<file path="src/rtl/mem_port_arbiter_if.sv">
// Bundle of the fetch port, MEM-stage port and RAM-side signals around the
// shared data RAM. The arbiter takes the slave view; requesters and the RAM
// model take the master view.
//
// Handshake: a requester raises x_req with stable address/data and holds it
// until the cycle in which x_valid is high. x_gnt marks the single cycle in
// which the request, address and data are sampled and the RAM is driven.
// x_valid is a one-cycle pulse; x_rdata is zero whenever x_valid is low.
interface mem_port_arbiter_if #(
    parameter int ADDR_W = 32,
    parameter int DATA_W = 32
);
    // fetch port
    logic              i_req;
    logic [ADDR_W-1:0] i_addr;
    logic              i_gnt;
    logic              i_valid;
    logic [DATA_W-1:0] i_rdata;
    // MEM-stage port
    logic              d_req;
    logic              d_we;
    logic [ADDR_W-1:0] d_addr;
    logic [DATA_W-1:0] d_wdata;
    logic              d_gnt;
    logic              d_valid;
    logic [DATA_W-1:0] d_rdata;
    // RAM side
    logic              ram_ce;
    logic              ram_we;
    logic [ADDR_W-1:0] ram_addr;
    logic [DATA_W-1:0] ram_wdata;
    logic [DATA_W-1:0] ram_rdata;
    // pipeline stalls
    logic              stall_if;
    logic              stall_mem;
    // observation of internal state for checkers
    logic              dbg_busy;
    logic [7:0]        dbg_starve_cnt;

    modport slave (
        input  i_req, i_addr, d_req, d_we, d_addr, d_wdata, ram_rdata,
        output i_gnt, i_valid, i_rdata, d_gnt, d_valid, d_rdata,
        output ram_ce, ram_we, ram_addr, ram_wdata,
        output stall_if, stall_mem, dbg_busy, dbg_starve_cnt
    );

    modport master (
        output i_req, i_addr, d_req, d_we, d_addr, d_wdata, ram_rdata,
        input  i_gnt, i_valid, i_rdata, d_gnt, d_valid, d_rdata,
        input  ram_ce, ram_we, ram_addr, ram_wdata,
        input  stall_if, stall_mem, dbg_busy, dbg_starve_cnt
    );
endinterface

</file>
<file path="src/rtl/mem_port_arbiter.sv">
// Arbiter sharing one single-port synchronous RAM between instruction fetch (I)
// and the MEM stage (D). One access is in flight at a time; the grant is decided
// combinationally in IDLE, the RAM is driven in the grant cycle, and the result
// (read data or store ack) comes back to the owner exactly RAM_LAT cycles later.
// D normally wins ties; after STARVE_MAX consecutive losses I is forced to win.
module mem_port_arbiter #(
    parameter int ADDR_W     = 32,
    parameter int DATA_W     = 32,
    parameter int RAM_LAT    = 1,
    parameter int STARVE_MAX = 4
) (
    input  logic               clk,
    input  logic               rst,
    mem_port_arbiter_if.slave  bus
);

    localparam int LAT_W = $clog2(RAM_LAT + 1);
    localparam int SW    = $clog2(STARVE_MAX + 1);

    typedef enum logic {
        IDLE = 1'b0,
        BUSY = 1'b1
    } state_t;

    typedef enum logic {
        OWN_I = 1'b0,
        OWN_D = 1'b1
    } owner_t;

    state_t            state_q, state_d;
    owner_t            owner_q, owner_d;
    logic              store_q, store_d;
    logic [LAT_W-1:0]  lat_cnt_q, lat_cnt_d;
    logic [SW-1:0]     starve_cnt_q, starve_cnt_d;
    logic [ADDR_W-1:0] ram_addr_q, ram_addr_d;
    logic [DATA_W-1:0] ram_wdata_q, ram_wdata_d;

    logic              starved;
    logic              grant_i;
    logic              grant_d;

    logic              i_gnt_c, i_valid_c, d_gnt_c, d_valid_c;
    logic [DATA_W-1:0] i_rdata_c, d_rdata_c;
    logic              ram_ce_c, ram_we_c;
    logic [ADDR_W-1:0] ram_addr_c;
    logic [DATA_W-1:0] ram_wdata_c;
    logic              stall_if_c, stall_mem_c;

    // State register; reset drops any in-flight access
    always_ff @(posedge clk) begin
        if (rst) begin
            state_q      <= IDLE;
            owner_q      <= OWN_I;
            store_q      <= 1'b0;
            lat_cnt_q    <= '0;
            starve_cnt_q <= '0;
            ram_addr_q   <= '0;
            ram_wdata_q  <= '0;
        end else begin
            state_q      <= state_d;
            owner_q      <= owner_d;
            store_q      <= store_d;
            lat_cnt_q    <= lat_cnt_d;
            starve_cnt_q <= starve_cnt_d;
            ram_addr_q   <= ram_addr_d;
            ram_wdata_q  <= ram_wdata_d;
        end
    end

    // Grant decision, latency tracking, starvation counting and all outputs
    always_comb begin
        state_d      = state_q;
        owner_d      = owner_q;
        store_d      = store_q;
        lat_cnt_d    = lat_cnt_q;
        starve_cnt_d = starve_cnt_q;
        ram_addr_d   = ram_addr_q;
        ram_wdata_d  = ram_wdata_q;

        starved      = 1'b0;
        grant_i      = 1'b0;
        grant_d      = 1'b0;

        i_gnt_c      = 1'b0;
        i_valid_c    = 1'b0;
        i_rdata_c    = '0;
        d_gnt_c      = 1'b0;
        d_valid_c    = 1'b0;
        d_rdata_c    = '0;
        ram_ce_c     = 1'b0;
        ram_we_c     = 1'b0;
        ram_addr_c   = '0;
        ram_wdata_c  = '0;
        stall_if_c   = 1'b0;
        stall_mem_c  = 1'b0;

        case (state_q)
            IDLE: begin
                starved = (starve_cnt_q == SW'(STARVE_MAX));
                if (bus.d_req && !(bus.i_req && starved)) begin
                    grant_d = 1'b1;
                end else if (bus.i_req) begin
                    grant_i = 1'b1;
                end

                if (grant_d || grant_i) begin
                    i_gnt_c     = grant_i;
                    d_gnt_c     = grant_d;
                    ram_ce_c    = 1'b1;
                    ram_we_c    = grant_d & bus.d_we;
                    ram_addr_c  = grant_d ? bus.d_addr : bus.i_addr;
                    ram_wdata_c = grant_d ? bus.d_wdata : '0;
                    // address/data are held on the RAM bus while BUSY
                    ram_addr_d  = ram_addr_c;
                    ram_wdata_d = ram_wdata_c;
                    owner_d     = grant_d ? OWN_D : OWN_I;
                    store_d     = grant_d & bus.d_we;
                    lat_cnt_d   = LAT_W'(1);
                    state_d     = BUSY;
                end

                // I loses only when it was actually asking
                if (grant_i) begin
                    starve_cnt_d = '0;
                end else if (grant_d && bus.i_req && !starved) begin
                    starve_cnt_d = starve_cnt_q + SW'(1);
                end
            end

            BUSY: begin
                ram_addr_c  = ram_addr_q;
                ram_wdata_c = ram_wdata_q;
                if (lat_cnt_q == LAT_W'(RAM_LAT)) begin
                    if (owner_q == OWN_D) begin
                        d_valid_c = 1'b1;
                        d_rdata_c = store_q ? '0 : bus.ram_rdata;
                    end else begin
                        i_valid_c = 1'b1;
                        i_rdata_c = bus.ram_rdata;
                    end
                    lat_cnt_d = '0;
                    state_d   = IDLE;
                end else begin
                    lat_cnt_d = lat_cnt_q + LAT_W'(1);
                end
            end

            default: begin
                state_d = IDLE;
            end
        endcase

        stall_if_c  = bus.i_req & ~i_valid_c;
        stall_mem_c = bus.d_req & ~d_valid_c;

        // every output is forced low while reset is held
        if (rst) begin
            i_gnt_c     = 1'b0;
            i_valid_c   = 1'b0;
            i_rdata_c   = '0;
            d_gnt_c     = 1'b0;
            d_valid_c   = 1'b0;
            d_rdata_c   = '0;
            ram_ce_c    = 1'b0;
            ram_we_c    = 1'b0;
            ram_addr_c  = '0;
            ram_wdata_c = '0;
            stall_if_c  = 1'b0;
            stall_mem_c = 1'b0;
        end
    end

    assign bus.i_gnt          = i_gnt_c;
    assign bus.i_valid        = i_valid_c;
    assign bus.i_rdata        = i_rdata_c;
    assign bus.d_gnt          = d_gnt_c;
    assign bus.d_valid        = d_valid_c;
    assign bus.d_rdata        = d_rdata_c;
    assign bus.ram_ce         = ram_ce_c;
    assign bus.ram_we         = ram_we_c;
    assign bus.ram_addr       = ram_addr_c;
    assign bus.ram_wdata      = ram_wdata_c;
    assign bus.stall_if       = stall_if_c;
    assign bus.stall_mem      = stall_mem_c;
    assign bus.dbg_busy       = (state_q == BUSY);
    assign bus.dbg_starve_cnt = 8'(starve_cnt_q);

endmodule

</file>
<file path="src/flat_wrapper.sv">
// flat-port wrapper written by rule: the top's interface ports become plain ports
module mem_port_arbiter_flat 
#(
    parameter int ADDR_W     = 32,
    parameter int DATA_W     = 32,
    parameter int RAM_LAT    = 1,
    parameter int STARVE_MAX = 4
)
  (clk, rst, bus_i_req, bus_i_addr, bus_d_req, bus_d_we, bus_d_addr, bus_d_wdata, bus_ram_rdata, bus_i_gnt, bus_i_valid, bus_i_rdata, bus_d_gnt, bus_d_valid, bus_d_rdata, bus_ram_ce, bus_ram_we, bus_ram_addr, bus_ram_wdata, bus_stall_if, bus_stall_mem, bus_dbg_busy, bus_dbg_starve_cnt);
  mem_port_arbiter_if #(.ADDR_W(ADDR_W), .DATA_W(DATA_W)) bus_i ();
  input  logic clk;
  input  logic rst;
  input wire logic [$bits(bus_i.i_req)-1:0] bus_i_req;
  input wire logic [$bits(bus_i.i_addr)-1:0] bus_i_addr;
  input wire logic [$bits(bus_i.d_req)-1:0] bus_d_req;
  input wire logic [$bits(bus_i.d_we)-1:0] bus_d_we;
  input wire logic [$bits(bus_i.d_addr)-1:0] bus_d_addr;
  input wire logic [$bits(bus_i.d_wdata)-1:0] bus_d_wdata;
  input wire logic [$bits(bus_i.ram_rdata)-1:0] bus_ram_rdata;
  output wire logic [$bits(bus_i.i_gnt)-1:0] bus_i_gnt;
  output wire logic [$bits(bus_i.i_valid)-1:0] bus_i_valid;
  output wire logic [$bits(bus_i.i_rdata)-1:0] bus_i_rdata;
  output wire logic [$bits(bus_i.d_gnt)-1:0] bus_d_gnt;
  output wire logic [$bits(bus_i.d_valid)-1:0] bus_d_valid;
  output wire logic [$bits(bus_i.d_rdata)-1:0] bus_d_rdata;
  output wire logic [$bits(bus_i.ram_ce)-1:0] bus_ram_ce;
  output wire logic [$bits(bus_i.ram_we)-1:0] bus_ram_we;
  output wire logic [$bits(bus_i.ram_addr)-1:0] bus_ram_addr;
  output wire logic [$bits(bus_i.ram_wdata)-1:0] bus_ram_wdata;
  output wire logic [$bits(bus_i.stall_if)-1:0] bus_stall_if;
  output wire logic [$bits(bus_i.stall_mem)-1:0] bus_stall_mem;
  output wire logic [$bits(bus_i.dbg_busy)-1:0] bus_dbg_busy;
  output wire logic [$bits(bus_i.dbg_starve_cnt)-1:0] bus_dbg_starve_cnt;
  assign bus_i.i_req = bus_i_req;
  assign bus_i.i_addr = bus_i_addr;
  assign bus_i.d_req = bus_d_req;
  assign bus_i.d_we = bus_d_we;
  assign bus_i.d_addr = bus_d_addr;
  assign bus_i.d_wdata = bus_d_wdata;
  assign bus_i.ram_rdata = bus_ram_rdata;
  assign bus_i_gnt = bus_i.i_gnt;
  assign bus_i_valid = bus_i.i_valid;
  assign bus_i_rdata = bus_i.i_rdata;
  assign bus_d_gnt = bus_i.d_gnt;
  assign bus_d_valid = bus_i.d_valid;
  assign bus_d_rdata = bus_i.d_rdata;
  assign bus_ram_ce = bus_i.ram_ce;
  assign bus_ram_we = bus_i.ram_we;
  assign bus_ram_addr = bus_i.ram_addr;
  assign bus_ram_wdata = bus_i.ram_wdata;
  assign bus_stall_if = bus_i.stall_if;
  assign bus_stall_mem = bus_i.stall_mem;
  assign bus_dbg_busy = bus_i.dbg_busy;
  assign bus_dbg_starve_cnt = bus_i.dbg_starve_cnt;
  mem_port_arbiter #(.ADDR_W(ADDR_W), .DATA_W(DATA_W), .RAM_LAT(RAM_LAT), .STARVE_MAX(STARVE_MAX)) u_core (.clk(clk), .rst(rst), .bus(bus_i));
endmodule
</file>
<file path="config.mk">
export PLATFORM = sky130hd
export DESIGN_NAME = mem_port_arbiter_flat
export DESIGN_NICKNAME = d
export VERILOG_FILES = /design/src/rtl/mem_port_arbiter_if.sv /design/src/rtl/mem_port_arbiter.sv /design/src/flat_wrapper.sv
export SDC_FILE = /design/constraint.sdc
export NUM_CORES = 1
export LEC_CHECK = 0
export CAP_MARGIN = 10
export CORE_ASPECT_RATIO = 1.2
export CORE_MARGIN = 2
export CORE_UTILIZATION = 38
export DETAILED_ROUTE_END_ITERATION = 10
export PLACE_DENSITY_LB_ADDON = 0.2
export SLEW_MARGIN = 15
export SYNTH_ARGS = -nofsm -noshare
export SYNTH_HDL_FRONTEND = slang
export SYNTH_SLANG_ARGS = --single-unit
</file>
<file path="constraint.sdc">
create_clock -name clk -period 2.2 [get_ports clk]
set_input_delay 0.44 -clock clk [delete_from_list [all_inputs] [get_ports clk]]
set_output_delay 0.44 -clock clk [all_outputs]
set_load 0.01 [all_outputs]
</file>
Word-level counts from Yosys, hierarchy flattened

Cells that the tools add are included.

Register bits: 71
Input bits: 133
Output and inout bits: 145
Logic and storage cells: 79

$add $sub $neg: 2
Eq/ne operators: 2
Mux-type cells: 52
Bitwise gates (word level): 6
Reductions and logical operators: 10

Operators by type and width:

| kind                | count |
|---|---|
| $mux 32             | 15 |
| $pmux 32 s2         | 2 |
| $mux 1              | 31 |
| $mux 3              | 2 |
| $logic_and 1x1->1   | 4 |
| $pmux 1 s2          | 2 |
| $reduce_and 2->1    | 2 |
| $add 3x1->3 const B | 1 |
| $and 1x1->1         | 3 |
| $eq 3x3->1 const B  | 1 |
| $not 1->1           | 3 |
| $logic_not 1->1     | 2 |
| $ne 2x1->1 const B  | 1 |
| $reduce_bool 2->1   | 1 |
| $add 1x1->1 const B | 1 |
| $logic_or 1x1->1    | 1 |

Longest topological paths before layout

Gate-level depths: netlist of the first run.

Word-level depth: 10
Depth in mapped cells: 8

Least setup slack after synthesis of the first run

No wires, ideal clock.

Path type: register -> output
Start point: reg u_core.starve_cnt_q[0]
End point: out bus_ram_addr[10]
Data arrival time: 1.555 ns
Slack: 0.205 ns
Stages on the path, launching flop included: 8
Path buffers: 2
Cell sequence: dfxtp_1 inv_1 ha_1 and3_1 buf_2 nor2_1 buf_2 o311ai_1

Word-level cells in the longest chain between the ends: 10
Elaborated cells on any way between the ends: 13
Those cells by class: eq/ne: 1; mux: 8; reduce/logical: 4

Ends and longest elaborated chain:

| item                                               | line                                             | text |
|---|---|---|
| from (decl)                                        | mem_port_arbiter.sv:34                           | `logic [SW-1:0] starve_cnt_q, starve_cnt_d;` |
| from (signal assigned)                             | mem_port_arbiter.sv:64                           | `starve_cnt_q <= starve_cnt_d;` |
| $eq 3x3->1 (*)                                     | mem_port_arbiter.sv:99                           | `starved = (starve_cnt_q == SW'(STARVE_MAX));` |
| $logic_and 1x1->1 (*)                              | mem_port_arbiter.sv:100                          | `if (bus.d_req && !(bus.i_req && starved)) begin` |
| $logic_not 1->1 (*)                                | mem_port_arbiter.sv:100                          |  |
| $logic_and 1x1->1 (*)                              | mem_port_arbiter.sv:100                          |  |
| $mux 1                                             | mem_port_arbiter.sv:100                          |  |
| $mux 1                                             | mem_port_arbiter.sv:97                           | `case (state_q)` |
| $mux 32 / $logic_or 1x1->1 (equally long branches) | mem_port_arbiter.sv:111, mem_port_arbiter.sv:106 |  |
| $mux 32 (*)                                        | mem_port_arbiter.sv:106                          | `if (grant_d \|\| grant_i) begin` |
| $pmux 32 s2 (*)                                    | mem_port_arbiter.sv:97                           |  |
| $mux 32 (*)                                        | mem_port_arbiter.sv:157                          | `if (rst) begin` |
| to (decl)                                          | flat_wrapper.sv:28                               | `output wire logic [$bits(bus_i.ram_addr)-1:0] bus_ram_addr;` |

Mark *: on every way between the ends. The rest lies on a longest branch, timed or not. The select of a mux whose other input is x is not followed.

Worst setup path after layout of the first run

Start point: reg u_core.starve_cnt_q[1]
End point: out bus_ram_addr[12]

The elaborated chain is that of the path after synthesis.

==> results of run 1 <==
[cells by family after synthesis]
family	synth area share [%]
compound gates	30.3
flops	31.7
other cells	0.0837
simple gates	25.8
buf+inv	11.4
fa+ha+maj	0.559
[power by group through the flow]
stage	combinational (mW)	sequential (mW)	clock [mW]
after floorplan	0.489	1.46	0
after global placement	1.10	1.46	0
after detailed placement	1.12	1.47	0
after CTS	1.18	1.44	1.58
after global routing	1.32	1.45	1.64
final	1.24	1.45	1.56
[what timing repair did]
item	CTS	global route
setup endpoints to repair	135	95
pin swaps	40	16
setup buffers	18	8
cloned	4	3
gates resized for setup	406	84
[state kept, by name, indices dropped and copies added, names as in the netlist]
name,cells
u_core.bus.dbg_busy,1
u_core.lat_cnt_q,1
u_core.owner_q,1
u_core.ram_addr_q,32
u_core.ram_wdata_q,32
u_core.starve_cnt_q,3
u_core.store_q,1
[area by class of cell]
type | count | area share [%]
timing repair buffer | 363 | 39.4
multi-input combinational | 395 | 35.9
sequential | 71 | 16.8
clock buffer | 11 | 2.86
tap | 157 | 2.32
inverter | 38 | 1.68
clock inverter | 5 | 0.959
antenna | 1 | 0.0295
[critical path: stages (launching register included)]
cell                       delay, ns
sky130_fd_sc_hd__dfxtp_2        0.32
sky130_fd_sc_hd__inv_2          0.06
sky130_fd_sc_hd__ha_4           0.15
sky130_fd_sc_hd__and3_4         0.21
sky130_fd_sc_hd__nor2_4         0.05
sky130_fd_sc_hd__buf_8          0.14
sky130_fd_sc_hd__buf_4          0.15
sky130_fd_sc_hd__buf_6          0.12
sky130_fd_sc_hd__o311ai_2       0.20
sky130_fd_sc_hd__buf_2          0.18
[how the worst max path moves through the flow]
stage | slack, ns | to | cells past startpoint | from
finish | -0.15 | bus_ram_addr[12] | 9 | u_core.starve_cnt_q[1]
global route | -0.22 | bus_ram_addr[17] | 9 | u_core.starve_cnt_q[0]
CTS | -0.15 | bus_ram_addr[3] | 9 | u_core.starve_cnt_q[1]
detailed placement | -0.60 | bus_ram_addr[25] | 6 | bus_i_req
global placement | -0.56 | bus_ram_addr[0] | 6 | bus_i_req
floorplan | 0.20 | bus_ram_addr[10] | 7 | u_core.starve_cnt_q[0]
[Yosys cell counts, types with 2 or more instances]
| cell type | number |
|---|---|
| sky130_fd_sc_hd__a211oi_1 | 2 |
| sky130_fd_sc_hd__a21oi_1 | 3 |
| sky130_fd_sc_hd__a22o_1 | 65 |
| sky130_fd_sc_hd__a311oi_1 | 34 |
| sky130_fd_sc_hd__and2_1 | 65 |
| sky130_fd_sc_hd__and3_1 | 4 |
| sky130_fd_sc_hd__buf_2 | 22 |
| sky130_fd_sc_hd__buf_4 | 9 |
| sky130_fd_sc_hd__buf_6 | 4 |
| sky130_fd_sc_hd__clkbuf_1 | 38 |
| sky130_fd_sc_hd__dfxtp_1 | 71 |
| sky130_fd_sc_hd__ha_1 | 2 |
| sky130_fd_sc_hd__inv_1 | 37 |
| sky130_fd_sc_hd__nand2_1 | 35 |
| sky130_fd_sc_hd__nand2b_1 | 2 |
| sky130_fd_sc_hd__nand3_1 | 32 |
| sky130_fd_sc_hd__nand4_1 | 34 |
| sky130_fd_sc_hd__nand4b_1 | 2 |
| sky130_fd_sc_hd__nor2_1 | 33 |
| sky130_fd_sc_hd__nor2_2 | 2 |
| sky130_fd_sc_hd__nor2b_1 | 2 |
| sky130_fd_sc_hd__nor3_1 | 2 |
| sky130_fd_sc_hd__o21ai_0 | 31 |
| sky130_fd_sc_hd__o21ai_1 | 2 |
| sky130_fd_sc_hd__o311ai_0 | 3 |
| sky130_fd_sc_hd__o311ai_1 | 29 |
[per-layer routing]
metal / wire (um) / vias up
met5: 0 / -
met4: 566 / 0
met3: 1790 / 54
met2: 9460 / 373
met1: 7870 / 2761
li1: - / 2734
==> run_summary.xml, run 1 <==
<?xml version="1.0" encoding="UTF-8"?>
<metrics>
  <group name="outcome">
    <metric name="status" unit="">complete, but fails checks</metric>
    <metric name="violations" unit="">negative setup slack</metric>
  </group>
  <group name="drt">
    <metric name="antenna_violating_nets_post_route" unit="">0</metric>
    <metric name="via_per_inst" unit="">5.69</metric>
    <metric name="detail_route.drc_violations" unit="">0</metric>
    <metric name="drt-pass1-iter-count" unit="">6</metric>
    <metric name="drt_iter0_markers" unit="">475</metric>
    <metric name="route.vias.total" unit="">5922</metric>
    <metric name="routed_wire_length" unit="um">19700</metric>
    <metric name="route.detailed.wl_per_inst" unit="um">18.9</metric>
  </group>
  <group name="timing">
    <metric name="fmax" unit="GHz">0.426</metric>
    <metric name="timing.final.crit_period" unit="ns">2.35</metric>
    <metric name="hold-worst-slack" unit="ns">0.474</metric>
    <metric name="fin_tns_setup" unit="ns">-1.73</metric>
    <metric name="layout_setup_ws" unit="ns">-0.150</metric>
    <metric name="finalCritPeriodShare" unit="%">107</metric>
    <metric name="finalMaxSlewViolations" unit="">0</metric>
    <metric name="fin_skew" unit="ns">0.00686</metric>
    <metric name="report.final.hold_viol_count" unit="">0</metric>
    <metric name="setup_violating_endpoint_count_in_the_final_report" unit="">30</metric>
    <metric name="unrepaired_setup_endpoints_after_global_routing" unit="">yes</metric>
  </group>
  <group name="yosys">
    <metric name="yosys_register_bits" unit="">71</metric>
    <metric name="part_of_the_yosys_area_used_for_sequential_elements" unit="%">31.7</metric>
    <metric name="synthDistinctLibCells" unit="">35</metric>
    <metric name="netlist_instances" unit="">574</metric>
    <metric name="postSynth.asyncResetShare" unit="%">0</metric>
    <metric name="synth_top_flop_cell" unit="">sky130_fd_sc_hd__dfxtp_1</metric>
    <metric name="synth_largest_area_cell" unit="">sky130_fd_sc_hd__dfxtp_1</metric>
    <metric name="synth.top_cell.area_share" unit="%">31.7</metric>
    <metric name="ys_warn_count" unit="">0</metric>
    <metric name="syn_avg_cell_area" unit="um2">7.80</metric>
    <metric name="syn_area" unit="mm2">0.00448</metric>
    <metric name="synth_edf_count" unit="">0</metric>
    <metric name="synth.area.top_cells" unit="">sky130_fd_sc_hd__dfxtp_1, sky130_fd_sc_hd__a22o_1, sky130_fd_sc_hd__and2_1</metric>
  </group>
  <group name="power">
    <metric name="swShare" unit="%">27.8</metric>
    <metric name="p_per_area" unit="mW/mm2">500</metric>
    <metric name="seqPwrFrac" unit="%">34.1</metric>
    <metric name="pwr-share-clk" unit="%">36.7</metric>
    <metric name="power.combinational.fraction" unit="%">29.2</metric>
    <metric name="p_leak" unit="nW">3.88</metric>
    <metric name="p_int" unit="mW">3.06</metric>
    <metric name="max-vdd-ir-drop" unit="mV">0.330</metric>
    <metric name="switchingPower" unit="mW">1.18</metric>
    <metric name="total_power" unit="mW">4.24</metric>
  </group>
  <group name="clocking">
    <metric name="tritoncts" unit="">yes</metric>
    <metric name="htree_num_levels" unit="">3</metric>
    <metric name="clkTransAtPathRegs" unit="ns">0.05</metric>
    <metric name="cts.hold.buffers_added" unit="">0</metric>
    <metric name="clk-insertion-delay-late" unit="ns">0.33</metric>
    <metric name="max-clock-path-buffers" unit="">2</metric>
    <metric name="cts-root-buf" unit="">sky130_fd_sc_hd__clkbuf_16</metric>
    <metric name="tritoncts_num_sinks" unit="">71</metric>
    <metric name="cts_buffers" unit="">9</metric>
  </group>
  <group name="layout">
    <metric name="layoutNonFillerInstCount" unit="">1041</metric>
    <metric name="regArea" unit="mm2">0.00143</metric>
    <metric name="finish.net_count" unit="">1013</metric>
    <metric name="num-fill-cells" unit="">869</metric>
    <metric name="layout_common_cells" unit="">sky130_fd_sc_hd__clkdlybuf4s50_1, sky130_fd_sc_hd__dfxtp_1, sky130_fd_sc_hd__a22o_1</metric>
    <metric name="area_delta_synth_final" unit="%">89.3</metric>
    <metric name="drive_above_1_share" unit="%">27.5</metric>
    <metric name="multi_input_logic_area" unit="mm2">0.00304</metric>
    <metric name="postLayoutCellArea" unit="mm2">0.00848</metric>
    <metric name="final_common_cell" unit="">sky130_fd_sc_hd__clkdlybuf4s50_1</metric>
    <metric name="layout.core_utilization" unit="%">73.6</metric>
  </group>
  <group name="setup_path">
    <metric name="timing.critical_path.fanout_max" unit="">6</metric>
    <metric name="reg2reg_setup_slack" unit="ns">0.36</metric>
    <metric name="crit_required" unit="ns">1.76</metric>
    <metric name="cp-end-kind" unit="">output port</metric>
    <metric name="worstRegToRegCells" unit="">9</metric>
    <metric name="critPathLaunchType" unit="">flop</metric>
    <metric name="critical_path_arrival" unit="ns">1.91</metric>
    <metric name="worstReg2RegStart" unit="">u_core.starve_cnt_q[1]</metric>
    <metric name="crit_type" unit="">reg2out</metric>
    <metric name="regToRegEndpoint" unit="">u_core.ram_wdata_q[4]</metric>
  </group>
  <group name="global_route">
    <metric name="grt_pass1_vias" unit="">5509</metric>
    <metric name="largest_net_degree_at_the_start_of_global_routing" unit="">44</metric>
    <metric name="grt_use_met1" unit="%">37.4</metric>
    <metric name="m3_gr_usage" unit="%">4.86</metric>
    <metric name="overflow" unit="">0</metric>
    <metric name="antenna_found_initial" unit="">1</metric>
    <metric name="grt_util_all_layers" unit="%">28.7</metric>
    <metric name="grt_pass1_wl" unit="um">28600</metric>
    <metric name="gr-usage-met2" unit="%">48.3</metric>
    <metric name="grt_most_used_layer" unit="">met2</metric>
  </group>
  <group name="placed_design">
    <metric name="place.detailed.instances" unit="">994</metric>
    <metric name="placement.io_buffers" unit="">272</metric>
    <metric name="gp_congestion" unit="">0.926</metric>
    <metric name="dpl_cell_area" unit="mm2">0.00766</metric>
    <metric name="dp_hpwl" unit="um">12800</metric>
    <metric name="placement.setup.worst_slack" unit="ns">-0.596</metric>
  </group>
  <group name="min_path">
    <metric name="worst_hold_startpoint" unit="">u_core.ram_wdata_q[1]</metric>
    <metric name="hold_class" unit="">reg2reg</metric>
    <metric name="worst_hold_path.endpoint" unit="">u_core.ram_wdata_q[1]</metric>
    <metric name="worst_hold_path.num_cells" unit="">1</metric>
  </group>
  <group name="floorplanning">
    <metric name="fp-row-count" unit="">43</metric>
    <metric name="count_of_pins_on_the_block_boundary" unit="">278</metric>
    <metric name="die_width" unit="um">103</metric>
    <metric name="core-area" unit="mm2">0.0115</metric>
    <metric name="design.die.area" unit="mm2">0.0127</metric>
    <metric name="die_y" unit="um">123</metric>
    <metric name="initial_core_utilization" unit="%">38.9</metric>
  </group>
  <group name="flow_run">
    <metric name="drv_cap" unit="">0</metric>
  </group>
</metrics>
Note: power is estimated with default switching activity, not from simulation.
==> run 2: changes to the inputs <==
- CORE_UTILIZATION: 38 -> 41
- clock period: 2.2 -> 3 ns (I/O delays scaled with it)
==> run_summary.xml, run 2 (synthesized netlist as in run 1, its figures left out) <==
<?xml version="1.0" encoding="UTF-8"?>
<metrics>
  <group name="setup_path">
    <metric name="worstReg2RegStart" unit="">u_core.starve_cnt_q[0]</metric>
    <metric name="cp-end-kind" unit="">output port</metric>
    <metric name="regToRegEndpoint" unit="">u_core.ram_addr_q[7]</metric>
    <metric name="reg2reg_setup_slack" unit="ns">1.26</metric>
    <metric name="crit_required" unit="ns">2.40</metric>
    <metric name="critPathLaunchType" unit="">flop</metric>
    <metric name="worstRegToRegCells" unit="">6</metric>
    <metric name="critical_path_arrival" unit="ns">2.25</metric>
    <metric name="timing.critical_path.fanout_max" unit="">31</metric>
    <metric name="crit_type" unit="">reg2out</metric>
  </group>
  <group name="drt">
    <metric name="detail_route.drc_violations" unit="">0</metric>
    <metric name="routed_wire_length" unit="um">17400</metric>
    <metric name="via_per_inst" unit="">5.81</metric>
    <metric name="route.vias.total" unit="">5567</metric>
    <metric name="route.detailed.wl_per_inst" unit="um">18.1</metric>
    <metric name="drt-pass1-iter-count" unit="">6</metric>
    <metric name="drt_iter0_markers" unit="">335</metric>
    <metric name="antenna_violating_nets_post_route" unit="">0</metric>
  </group>
  <group name="floorplanning">
    <metric name="die_width" unit="um">99.4</metric>
    <metric name="die_y" unit="um">118</metric>
    <metric name="core-area" unit="mm2">0.0106</metric>
    <metric name="initial_core_utilization" unit="%">42.4</metric>
    <metric name="count_of_pins_on_the_block_boundary" unit="">278</metric>
    <metric name="design.die.area" unit="mm2">0.0118</metric>
    <metric name="fp-row-count" unit="">41</metric>
  </group>
  <group name="clocking">
    <metric name="htree_num_levels" unit="">3</metric>
    <metric name="tritoncts" unit="">yes</metric>
    <metric name="cts_buffers" unit="">9</metric>
    <metric name="post_cts.repair.setup_buffers" unit="">0</metric>
    <metric name="cts.hold.buffers_added" unit="">0</metric>
    <metric name="cts-root-buf" unit="">sky130_fd_sc_hd__clkbuf_16</metric>
    <metric name="tritoncts_num_sinks" unit="">71</metric>
    <metric name="max-clock-path-buffers" unit="">2</metric>
    <metric name="clkTransAtPathRegs" unit="ns">0.06</metric>
    <metric name="clk-insertion-delay-late" unit="ns">0.32</metric>
  </group>
  <group name="layout">
    <metric name="area_delta_synth_final" unit="%">72.6</metric>
    <metric name="layout_common_cells" unit="">sky130_fd_sc_hd__clkdlybuf4s50_1, sky130_fd_sc_hd__dfxtp_1, sky130_fd_sc_hd__a22o_1, sky130_fd_sc_hd__and2_1, sky130_fd_sc_hd__inv_1</metric>
    <metric name="top_registers" unit="">u_core.ram_addr_q x32, u_core.ram_wdata_q x32, u_core.starve_cnt_q x3</metric>
    <metric name="final_common_cell" unit="">sky130_fd_sc_hd__clkdlybuf4s50_1</metric>
    <metric name="finish.net_count" unit="">960</metric>
    <metric name="num_antenna_cells" unit="">0</metric>
    <metric name="drive_above_1_share" unit="%">7.95</metric>
  </group>
  <group name="timing">
    <metric name="finalMaxSlewViolations" unit="">0</metric>
    <metric name="setup_violating_endpoint_count_in_the_final_report" unit="">0</metric>
    <metric name="timing.final.crit_period" unit="ns">2.85</metric>
    <metric name="fin_skew" unit="ns">0.00543</metric>
    <metric name="unrepaired_setup_endpoints_after_global_routing" unit="">no</metric>
    <metric name="finalCritPeriodShare" unit="%">94.9</metric>
    <metric name="report.final.hold_viol_count" unit="">0</metric>
    <metric name="fmax" unit="GHz">0.351</metric>
    <metric name="fin_tns_setup" unit="ns">0</metric>
  </group>
  <group name="power">
    <metric name="p_per_area" unit="mW/mm2">362</metric>
    <metric name="p_leak" unit="nW">3.50</metric>
    <metric name="total_power" unit="mW">2.80</metric>
    <metric name="max-vdd-ir-drop" unit="mV">0.351</metric>
  </group>
  <group name="placed_design">
    <metric name="dp_hpwl" unit="um">13000</metric>
    <metric name="gp_congestion" unit="">0.935</metric>
    <metric name="placement.io_buffers" unit="">272</metric>
  </group>
  <group name="global_route">
    <metric name="grt_pass1_vias" unit="">5385</metric>
    <metric name="grt_util_all_layers" unit="%">27.8</metric>
    <metric name="largest_net_degree_at_the_start_of_global_routing" unit="">65</metric>
    <metric name="overflow" unit="">0</metric>
    <metric name="antenna_found_initial" unit="">1</metric>
    <metric name="grt_pass1_wl" unit="um">27100</metric>
  </group>
  <group name="outcome">
    <metric name="status" unit="">completed</metric>
  </group>
  <group name="min_path">
    <metric name="worst_hold_startpoint" unit="">u_core.ram_wdata_q[6]</metric>
    <metric name="worst_hold_path.num_cells" unit="">1</metric>
    <metric name="hold_class" unit="">reg2reg</metric>
    <metric name="worst_hold_path.endpoint" unit="">u_core.ram_wdata_q[6]</metric>
  </group>
  <group name="flow_run">
    <metric name="drv_cap" unit="">0</metric>
  </group>
</metrics>
run 2: changes by cell type in the layout (fill, tap and decap cells not counted), moves of 5 or more:
cell / delta
sky130_fd_sc_hd__dlymetal6s2s_1: +24
sky130_fd_sc_hd__o311ai_2: -12
sky130_fd_sc_hd__buf_6: -16
sky130_fd_sc_hd__clkbuf_2: -20
sky130_fd_sc_hd__buf_4: -24
sky130_fd_sc_hd__clkdlybuf4s50_1: +76
sky130_fd_sc_hd__clkdlybuf4s15_1: -17
sky130_fd_sc_hd__o311ai_1: +27
sky130_fd_sc_hd__buf_12: -5
sky130_fd_sc_hd__o311ai_4: -18
sky130_fd_sc_hd__buf_2: -60
run 2: worst max-delay path, stage by stage (launching register included):
cell and delay, ns:
sky130_fd_sc_hd__dfxtp_1 0.38, sky130_fd_sc_hd__inv_1 0.08, sky130_fd_sc_hd__ha_1 0.24, sky130_fd_sc_hd__nand3_2 0.12, sky130_fd_sc_hd__and3_4 0.23, sky130_fd_sc_hd__buf_12 0.18
sky130_fd_sc_hd__a22o_1 0.16, sky130_fd_sc_hd__clkdlybuf4s50_1 0.53
run 2: how the worst max path moves through the flow:
stage	start	end	slack, ns	cells past startpoint
after floorplan	rst	bus_ram_addr[22]	0.74	5
after global placement	bus_i_req	bus_ram_addr[16]	-0.16	6
after detailed placement	bus_i_req	bus_ram_addr[16]	-0.22	6
after CTS	bus_i_req	bus_ram_addr[11]	0.004	6
after global routing	u_core.starve_cnt_q[0]	bus_ram_wdata[11]	0.05	7
final	u_core.starve_cnt_q[0]	bus_ram_wdata[11]	0.15	7
run 2: stage by stage:
| step | hold WS, ns | setup WS (ns) | cells | utilization, % | cell area (um2) |
|---|---|---|---|---|---|
| finish | 0.476 | 0.153 | 959 | 73.2 | 7730 |
| global route | 0.486 | 0.0484 | 959 | 73.2 | 7730 |
| CTS | 0.476 | 0.00424 | 959 | 72.6 | 7670 |
| detailed placement | 0.455 | -0.222 | 943 | 70.2 | 7420 |
| global placement | 0.457 | -0.163 | 943 | 70.2 | 7420 |
| floorplan | 0.435 | 0.739 | 578 | - | 4490 |
run 2: timing repair:
| item | 4_1_cts | 5_1_grt |
|---|---|---|
| setup endpoints to repair | 61 | 30 |
| gates resized for setup | 38 | 25 |
| pin swaps | 0 | 1 |
run 2: power by group:
group          internal [mW]  switching, mW
Clock                  0.559          0.405
Sequential              1.02         0.0424
Combinational          0.419          0.360
run 2: final cells by class:
class                   count  area [um2]
fillers                   811        2840
multi-input cells         395        2590
clock buffers               9         225
repair buffers            310        3140
well taps                 129         161
inverters                  38         143
clock inverters             7        47.5
flip-flops and latches     71        1420
run 2: routing by layer:
metal | wire, um | share of wire, % | vias up | track usage [%]
li1 | - | - | 2620 | -
met3 | 1360 | 7.8 | 17 | 5.74
met2 | 8540 | 49 | 292 | 46.7
met4 | 187 | 1.1 | 2 | 6.42
met1 | 7300 | 42 | 2636 | 36.6
met5 | 13 | 0.075 | - | 0
